**src/rtl/spi_ram_pkg.sv**
```systemverilog
// Package: spi_ram_pkg
// Shared types for the SPI-attached RAM burst controller.
//   spi_ram_op_e    : two-bit opcode carried in the top bits of a command word
//   spi_ram_state_e : controller FSM states (post-reset clear, idle, read hold)
package spi_ram_pkg;

    typedef enum logic [1:0] {
        OP_WR_ADDR = 2'b00,
        OP_WR_DATA = 2'b01,
        OP_RD_ADDR = 2'b10,
        OP_RD_DATA = 2'b11
    } spi_ram_op_e;

    typedef enum logic [1:0] {
        ST_CLEAR,
        ST_IDLE,
        ST_HOLD
    } spi_ram_state_e;

endpackage

```
**src/rtl/spi_ram_mem_array.sv**
```systemverilog
// Module: spi_ram_mem_array
// Plain storage array: one write port and one synchronous, enabled read port.
// The array has no reset; clearing is done by the controller through the
// write port.
// Ports:
//   clk      in   clock, rising edge
//   we       in   write enable
//   wr_addr  in   write address
//   wr_data  in   write data
//   re       in   read enable; rd_data updates only when set
//   rd_addr  in   read address
//   rd_data  out  registered read data, held between reads
module spi_ram_mem_array #(
    parameter int DATA_W = 8,
    parameter int ADDR_W = 8
) (
    input  logic              clk,
    input  logic              we,
    input  logic [ADDR_W-1:0] wr_addr,
    input  logic [DATA_W-1:0] wr_data,
    input  logic              re,
    input  logic [ADDR_W-1:0] rd_addr,
    output logic [DATA_W-1:0] rd_data
);

    logic [DATA_W-1:0] mem [0:(1<<ADDR_W)-1];

    // Read data is only refreshed on an enabled read so the value stays
    // stable while the controller holds it out on the tx side.
    always_ff @(posedge clk) begin
        if (we) begin
            mem[wr_addr] <= wr_data;
        end
        if (re) begin
            rd_data <= mem[rd_addr];
        end
    end

endmodule

```
**src/rtl/spi_ram_burst_ctrl.sv**
```systemverilog
// Module: spi_ram_burst_ctrl
// Command-driven RAM sitting between an SPI slave rx path and tx path.
// Command words carry an opcode in the top two bits and a payload below it.
// Supports write/read address set, data write, registered data read, optional
// address auto-increment for bursts and a sequential clear after reset.
// Ports:
//   clk       in   clock, rising edge
//   rst       in   synchronous active-high reset
//   din       in   command word {opcode, payload}
//   rx_valid  in   din valid
//   rx_ready  out  command accepted when rx_valid && rx_ready
//   dout      out  read data
//   tx_valid  out  dout valid, held until tx_ready
//   tx_ready  in   downstream consumes dout
//   busy      out  clear sequence in progress
module spi_ram_burst_ctrl
    import spi_ram_pkg::*;
#(
    parameter int DATA_W       = 8,
    parameter int ADDR_W       = 8,
    parameter int AUTO_INC     = 1,
    parameter int CLEAR_ON_RST = 1
) (
    input  logic              clk,
    input  logic              rst,
    input  logic [DATA_W+1:0] din,
    input  logic              rx_valid,
    output logic              rx_ready,
    output logic [DATA_W-1:0] dout,
    output logic              tx_valid,
    input  logic              tx_ready,
    output logic              busy
);

    spi_ram_state_e    state;
    spi_ram_state_e    state_next;
    spi_ram_op_e       op;
    logic [ADDR_W-1:0] addr_wr;
    logic [ADDR_W-1:0] addr_rd;
    logic [ADDR_W-1:0] clr_cnt;
    logic [ADDR_W-1:0] payload_addr;
    logic [DATA_W-1:0] payload_data;
    logic              accept;
    logic              dout_loaded;
    logic              mem_we;
    logic [ADDR_W-1:0] mem_waddr;
    logic [DATA_W-1:0] mem_wdata;
    logic              mem_re;
    logic [DATA_W-1:0] rd_data;

    assign op           = spi_ram_op_e'(din[DATA_W+1:DATA_W]);
    assign payload_addr = din[ADDR_W-1:0];
    assign payload_data = din[DATA_W-1:0];
    assign accept       = rx_valid && rx_ready;

    // The array has no reset, so dout is forced to zero until the first read
    // after reset lands; afterwards it shows the held read register.
    assign dout = dout_loaded ? rd_data : '0;

    spi_ram_mem_array #(
        .DATA_W (DATA_W),
        .ADDR_W (ADDR_W)
    ) u_mem (
        .clk     (clk),
        .we      (mem_we),
        .wr_addr (mem_waddr),
        .wr_data (mem_wdata),
        .re      (mem_re),
        .rd_addr (addr_rd),
        .rd_data (rd_data)
    );

    always_ff @(posedge clk) begin
        if (rst) begin
            state <= (CLEAR_ON_RST != 0) ? ST_CLEAR : ST_IDLE;
        end else begin
            state <= state_next;
        end
    end

    // Next state, handshake outputs and the write-port mux. During CLEAR the
    // clear counter owns the write port; otherwise the command path does.
    always_comb begin
        state_next = state;
        rx_ready   = 1'b0;
        tx_valid   = 1'b0;
        busy       = 1'b0;
        mem_we     = 1'b0;
        mem_re     = 1'b0;
        mem_waddr  = addr_wr;
        mem_wdata  = payload_data;
        case (state)
            ST_CLEAR: begin
                busy      = 1'b1;
                mem_we    = 1'b1;
                mem_waddr = clr_cnt;
                mem_wdata = '0;
                if (&clr_cnt) begin
                    state_next = ST_IDLE;
                end
            end
            ST_IDLE: begin
                rx_ready = 1'b1;
                if (rx_valid) begin
                    if (op == OP_WR_DATA) begin
                        mem_we = 1'b1;
                    end
                    if (op == OP_RD_DATA) begin
                        mem_re     = 1'b1;
                        state_next = ST_HOLD;
                    end
                end
            end
            ST_HOLD: begin
                tx_valid = 1'b1;
                if (tx_ready) begin
                    state_next = ST_IDLE;
                end
            end
            default: begin
                state_next = ST_IDLE;
            end
        endcase
    end

    // Address registers, clear counter and the dout-loaded flag. Address
    // increments wrap naturally at the register width.
    always_ff @(posedge clk) begin
        if (rst) begin
            addr_wr     <= '0;
            addr_rd     <= '0;
            clr_cnt     <= '0;
            dout_loaded <= 1'b0;
        end else begin
            if (state == ST_CLEAR) begin
                clr_cnt <= clr_cnt + ADDR_W'(1);
            end
            if (accept) begin
                case (op)
                    OP_WR_ADDR: addr_wr <= payload_addr;
                    OP_WR_DATA: begin
                        if (AUTO_INC != 0) begin
                            addr_wr <= addr_wr + ADDR_W'(1);
                        end
                    end
                    OP_RD_ADDR: addr_rd <= payload_addr;
                    OP_RD_DATA: begin
                        dout_loaded <= 1'b1;
                        if (AUTO_INC != 0) begin
                            addr_rd <= addr_rd + ADDR_W'(1);
                        end
                    end
                    default: ;
                endcase
            end
        end
    end

endmodule
```
**config.mk**
```make
export PLATFORM = sky130hd
export DESIGN_NAME = spi_ram_burst_ctrl
export DESIGN_NICKNAME = d
export VERILOG_FILES = /design/src/rtl/spi_ram_pkg.sv /design/src/rtl/spi_ram_mem_array.sv /design/src/rtl/spi_ram_burst_ctrl.sv
export SDC_FILE = /design/constraint.sdc
export NUM_CORES = 2
export LEC_CHECK = 0
export ABC_AREA = 0
export CORE_MARGIN = 2
export CORE_UTILIZATION = 60
export CTS_CLUSTER_DIAMETER = 80
export DETAILED_ROUTE_END_ITERATION = 10
export HOLD_SLACK_MARGIN = 0.08
export PLACE_DENSITY_LB_ADDON = 0.25
export SYNTH_ARGS = -nofsm -noshare
export SYNTH_HDL_FRONTEND = slang
export SYNTH_SLANG_ARGS = --single-unit
export TNS_END_PERCENT = 30
```
**constraint.sdc**
```tcl
create_clock -name clk -period 19.25 [get_ports clk]
set_input_delay 3.85 -clock clk [delete_from_list [all_inputs] [get_ports clk]]
set_output_delay 3.85 -clock clk [all_outputs]
set_load 0.005 [all_outputs]
```
==> PnR_summary.wiki <==
{| class="wikitable"
! Metric !! Value
|-
| I/O pin count || 25
|-
| Cell with the most instances after synthesis || sky130_fd_sc_hd__edfxtp_1
|-
| Die area || between 100,000 and 150,000 µm²
|-
| Number of cells on the worst hold path || 2
|-
| Startpoint-to-endpoint class of the critical path || in -> reg
|-
| Clock slew at reported path FFs || about 0.060 ns
|-
| Total nets after synthesis || ~4,100
|-
| Part of the cycle the worst path needs || between 30 and 40%
|-
| All-Layer GR Usage || around a third
|-
| Antenna-violating nets left || 0
|-
| Lkg Pwr || approximately 31 nW
|-
| Die Span Y || 373.3 µm
|-
| Vias after detailed routing || 42,840
|-
| Critical path launch point type || input port
|-
| Clock sinks || around 2,100
|-
| Setup crit end kind || flip-flop
|-
| Global routing usage on met1 || between 40% and 50%
|-
| Dpl cell area || 83,670 µm²
|-
| Met2 Track Usage GR || a little under half
|-
| Synth top area share || 75.43%
|-
| TritonCTS buffer count || 199
|-
| Synthesized area || 81,850 µm²
|-
| Power Internal || 7.159 mW
|-
| H-tree depth || 4
|-
| Master cell of the clock root buffer || sky130_fd_sc_hd__clkbuf_16
|-
| Port-buffer cells || 24
|-
| Most used routing layer in global routing || met2
|-
| Iter 0 DRT Violations || between 7,000 and 8,000
|-
| Final standard cell utilization of the core || 66.56%
|-
| Distinct cell type count after synthesis || between 70 and 80
|-
| Combinational group share of total power || less than 1%
|-
| Max VDD drop || ~0.09 mV
|-
| Portion of the post-synthesis area used by sequential elements || between 70% and 80%
|-
| Most instantiated flip-flop cell in the synthesis netlist || sky130_fd_sc_hd__edfxtp_1
|-
| DRT Wirelength || approximately 220,000 µm
|-
| Max-cap violations || 0
|-
| Relative slew margins || a little under a tenth
|-
| Drt drc || 0
|-
| Non-Filler Cell Area, Final || ~90,000 µm²
|-
| PnR Total Power || between 8 and 9 mW
|-
| Switching power total || between 1.5 and 2 mW
|-
| Placer congestion estimate || 0.9146
|-
| Number of rows created at floorplan || between 100 and 150
|-
| Number of global-route vias before repair || approximately 41,000
|-
| Number of enable flip-flop cells after synthesis || just over 2,000
|-
| Largest cells by area after synthesis || sky130_fd_sc_hd__edfxtp_1 75%, sky130_fd_sc_hd__mux4_2 13%, sky130_fd_sc_hd__mux2i_1 2.6%
|-
| FFs w/ async S/R, synth || 0%
|-
| Clock tree from TritonCTS || built
|-
| Hold_buf cts || 0
|-
| Remaining global-route overflow || 0
|-
| Required @ worst endpoint || 19.70 ns
|-
| Horizontal die dimension || between 300 and 400 µm
|-
| Hpwl dp || 131,800 µm
|-
| Slew Viols, Final || 0
|-
| Final count of hold timing violations || 0
|-
| Routed length per instance || 36.10 µm
|-
| Fraction of power spent switching nets || roughly a fifth
|-
| Max FO, Critical Path || 26
|-
| Clock group share of total power || between 40% and 50%
|-
| Area inside the core boundary || 135,500 µm²
|-
| P&R area growth vs syn || 10.15%
|-
| Depth of the worst register-to-register path || 11
|-
| Number of antenna violations at the first check in global routing || 4
|-
| Maximum number of pins on one net before global-route repair || approximately 160
|-
| Detailed-router iteration count before antenna repair || 7
|-
| Layout Nets || about 4,100
|-
| Final number of setup-violating endpoints || 0
|-
| Mean instance size in the synthesized netlist || 20.29 µm²
|-
| Starting Density || 60.42%
|-
| Sequential Power Share || 55.5%
|-
| Commonest cells in the netlist || 2,056 x sky130_fd_sc_hd__edfxtp_1, 459 x sky130_fd_sc_hd__mux4_2, 308 x sky130_fd_sc_hd__nor2_1
|-
| DR vias/cell || slightly above 7
|-
| Library cell with the largest summed area after synthesis || sky130_fd_sc_hd__edfxtp_1
|-
| RSZ-0062 raised after global routing || no
|-
| Share of cells above drive strength 1 || 20.84%
|-
| Max Clk Rate || 0.1321 GHz
|-
| Number of setup buffers added after CTS || 0
|-
| Shortest clock period the worst path allows after layout || approximately 7.6 ns
|-
| PostCTS Resize Cnt || 0
|-
| Number of instances in the synthesized netlist || between 4,000 and 5,000
|-
| Worst clock skew on the final layout || about 0.040 ns
|-
| Transition time at the pin with the least slew margin || 1.345 ns
|-
| Worst hold path class || reg -> reg
|-
| Bufs on Longest Clock Path || 3
|-
| Clock latency on the worst-skew pair || between 0.8 and 0.9 ns
|-
| Setup TNS after final layout || 0 ns
|-
| GR Layer Usage met3 || under 10%
|-
| Fill cell count || approximately 8,500
|-
| First-pass GRT wire length || approximately 310,000 µm
|-
| Synthesis-stage register bit count || 2,083
|-
| Arrival time at the worst endpoint || roughly 8 ns
|-
| Worst slack on hold paths || about 0.53 ns
|-
| P per Cell Area || approximately 100 nW/µm²
|-
| Ys Warns || 0
|-
| Outcome || finished clean
|}
-- power groups by stage --
stage	logic [mW]	clock network (mW)	registers, mW
final	0.0519	3.89	4.91
after global routing	0.0524	4.10	4.91
after CTS	0.0493	3.92	4.91
after detailed placement	0.0490	0	5.01
after global placement	0.0486	0	5.01
after floorplan	0.0221	0	5.01
-- routing by layer --
metal,vias to the layer above,share of wire [%]
li1,16820,-
met3,458,13
met1,22110,37
met2,3449,45
met4,0,4.3
met5,-,0
-- metrics by stage --
stage	std cells	setup slack, ns
floorplan	4034	8.107
global placement	5686	11.07
detailed placement	5686	10.96
CTS	6047	11.81
global route	6047	11.60
finish	6052	11.68
-- final timing paths --
path	startpoint	to	slack [ns]
setup / recovery	din[8]	u_mem.mem[188][3]	11.68
hold / removal	clr_cnt[1]	clr_cnt[1]	0.53
setup reg to reg	addr_rd[0]	u_mem.rd_data[0]	12.85
hold reg to reg	clr_cnt[1]	clr_cnt[1]	0.53
-- cell type report --
type | instances | area, µm² | share of cell area [%]
Antenna cell | 5 | 12.51 | 0.01388
Clock buffer | 230 | 5191 | 5.758
Clock inverter | 131 | 1284 | 1.424
Inverter | 12 | 50.05 | 0.05551
Multi-Input combinational cell | 1687 | 18060 | 20.03
Sequential cell | 2083 | 62300 | 69.10
Tap cell | 1781 | 2228 | 2.472
Timing Repair Buffer | 123 | 1033 | 1.146
-- cells by family (layout without fill, tap and decap cells) --
group	count (synthesis)	in the layout	share of synthesized area (%)
XOR/XNOR	8	8	0.08560
buffers and inverters	264	496	1.920
flip-flops	2083	2083	76.09
AO/OA/AOI/OAI	393	393	3.287
adder cells (fa/ha/maj)	3	3	0.04586
multiplexers	682	682	15.41
other	0	5	0
AND/OR/NAND/NOR	601	601	3.164
-- sequential cells by signal, indices dropped and copies added, names as in the netlist --
register / count
clr_cnt: 8
u_mem.mem: 2048
state: 2
dout_loaded: 1
addr_rd: 8
u_mem.rd_data: 8
addr_wr: 8
-- placed cells by master (no fill, tap or decap), types with 12 or more instances in the layout --
cell	count
sky130_fd_sc_hd__a211oi_1	19
sky130_fd_sc_hd__bufinv_16	23
sky130_fd_sc_hd__o21ai_0	46
sky130_fd_sc_hd__edfxtp_1	2056
sky130_fd_sc_hd__mux4_2	459
sky130_fd_sc_hd__clkbuf_16	203
sky130_fd_sc_hd__nor3_1	14
sky130_fd_sc_hd__and2_1	12
sky130_fd_sc_hd__clkinv_1	48
sky130_fd_sc_hd__a221oi_1	38
sky130_fd_sc_hd__a31oi_1	14
sky130_fd_sc_hd__a22oi_1	41
sky130_fd_sc_hd__nand3_1	51
sky130_fd_sc_hd__buf_4	95
sky130_fd_sc_hd__nand2_1	140
sky130_fd_sc_hd__o21ai_1	22
sky130_fd_sc_hd__nand3b_1	12
sky130_fd_sc_hd__dfxtp_1	20
sky130_fd_sc_hd__nor2_1	305
sky130_fd_sc_hd__o22ai_1	14
sky130_fd_sc_hd__clkbuf_1	26
sky130_fd_sc_hd__nor2b_1	15
sky130_fd_sc_hd__clkinv_2	37
sky130_fd_sc_hd__clkdlybuf4s50_1	24
sky130_fd_sc_hd__a21oi_1	96
sky130_fd_sc_hd__mux2i_1	214
sky130_fd_sc_hd__o221ai_1	25
-- worst max-delay path, stage by stage --
cell and delay [ns]:
sky130_fd_sc_hd__clkdlybuf4s50_1 1.01, sky130_fd_sc_hd__nor2b_1 0.52, sky130_fd_sc_hd__nand2_1 0.14, sky130_fd_sc_hd__a21oi_1 0.19
sky130_fd_sc_hd__buf_4 0.32, sky130_fd_sc_hd__nand3_1 0.77, sky130_fd_sc_hd__buf_4 0.56, sky130_fd_sc_hd__nor2_1 0.63
No activity file was read; power rests on OpenSTA's default activity.
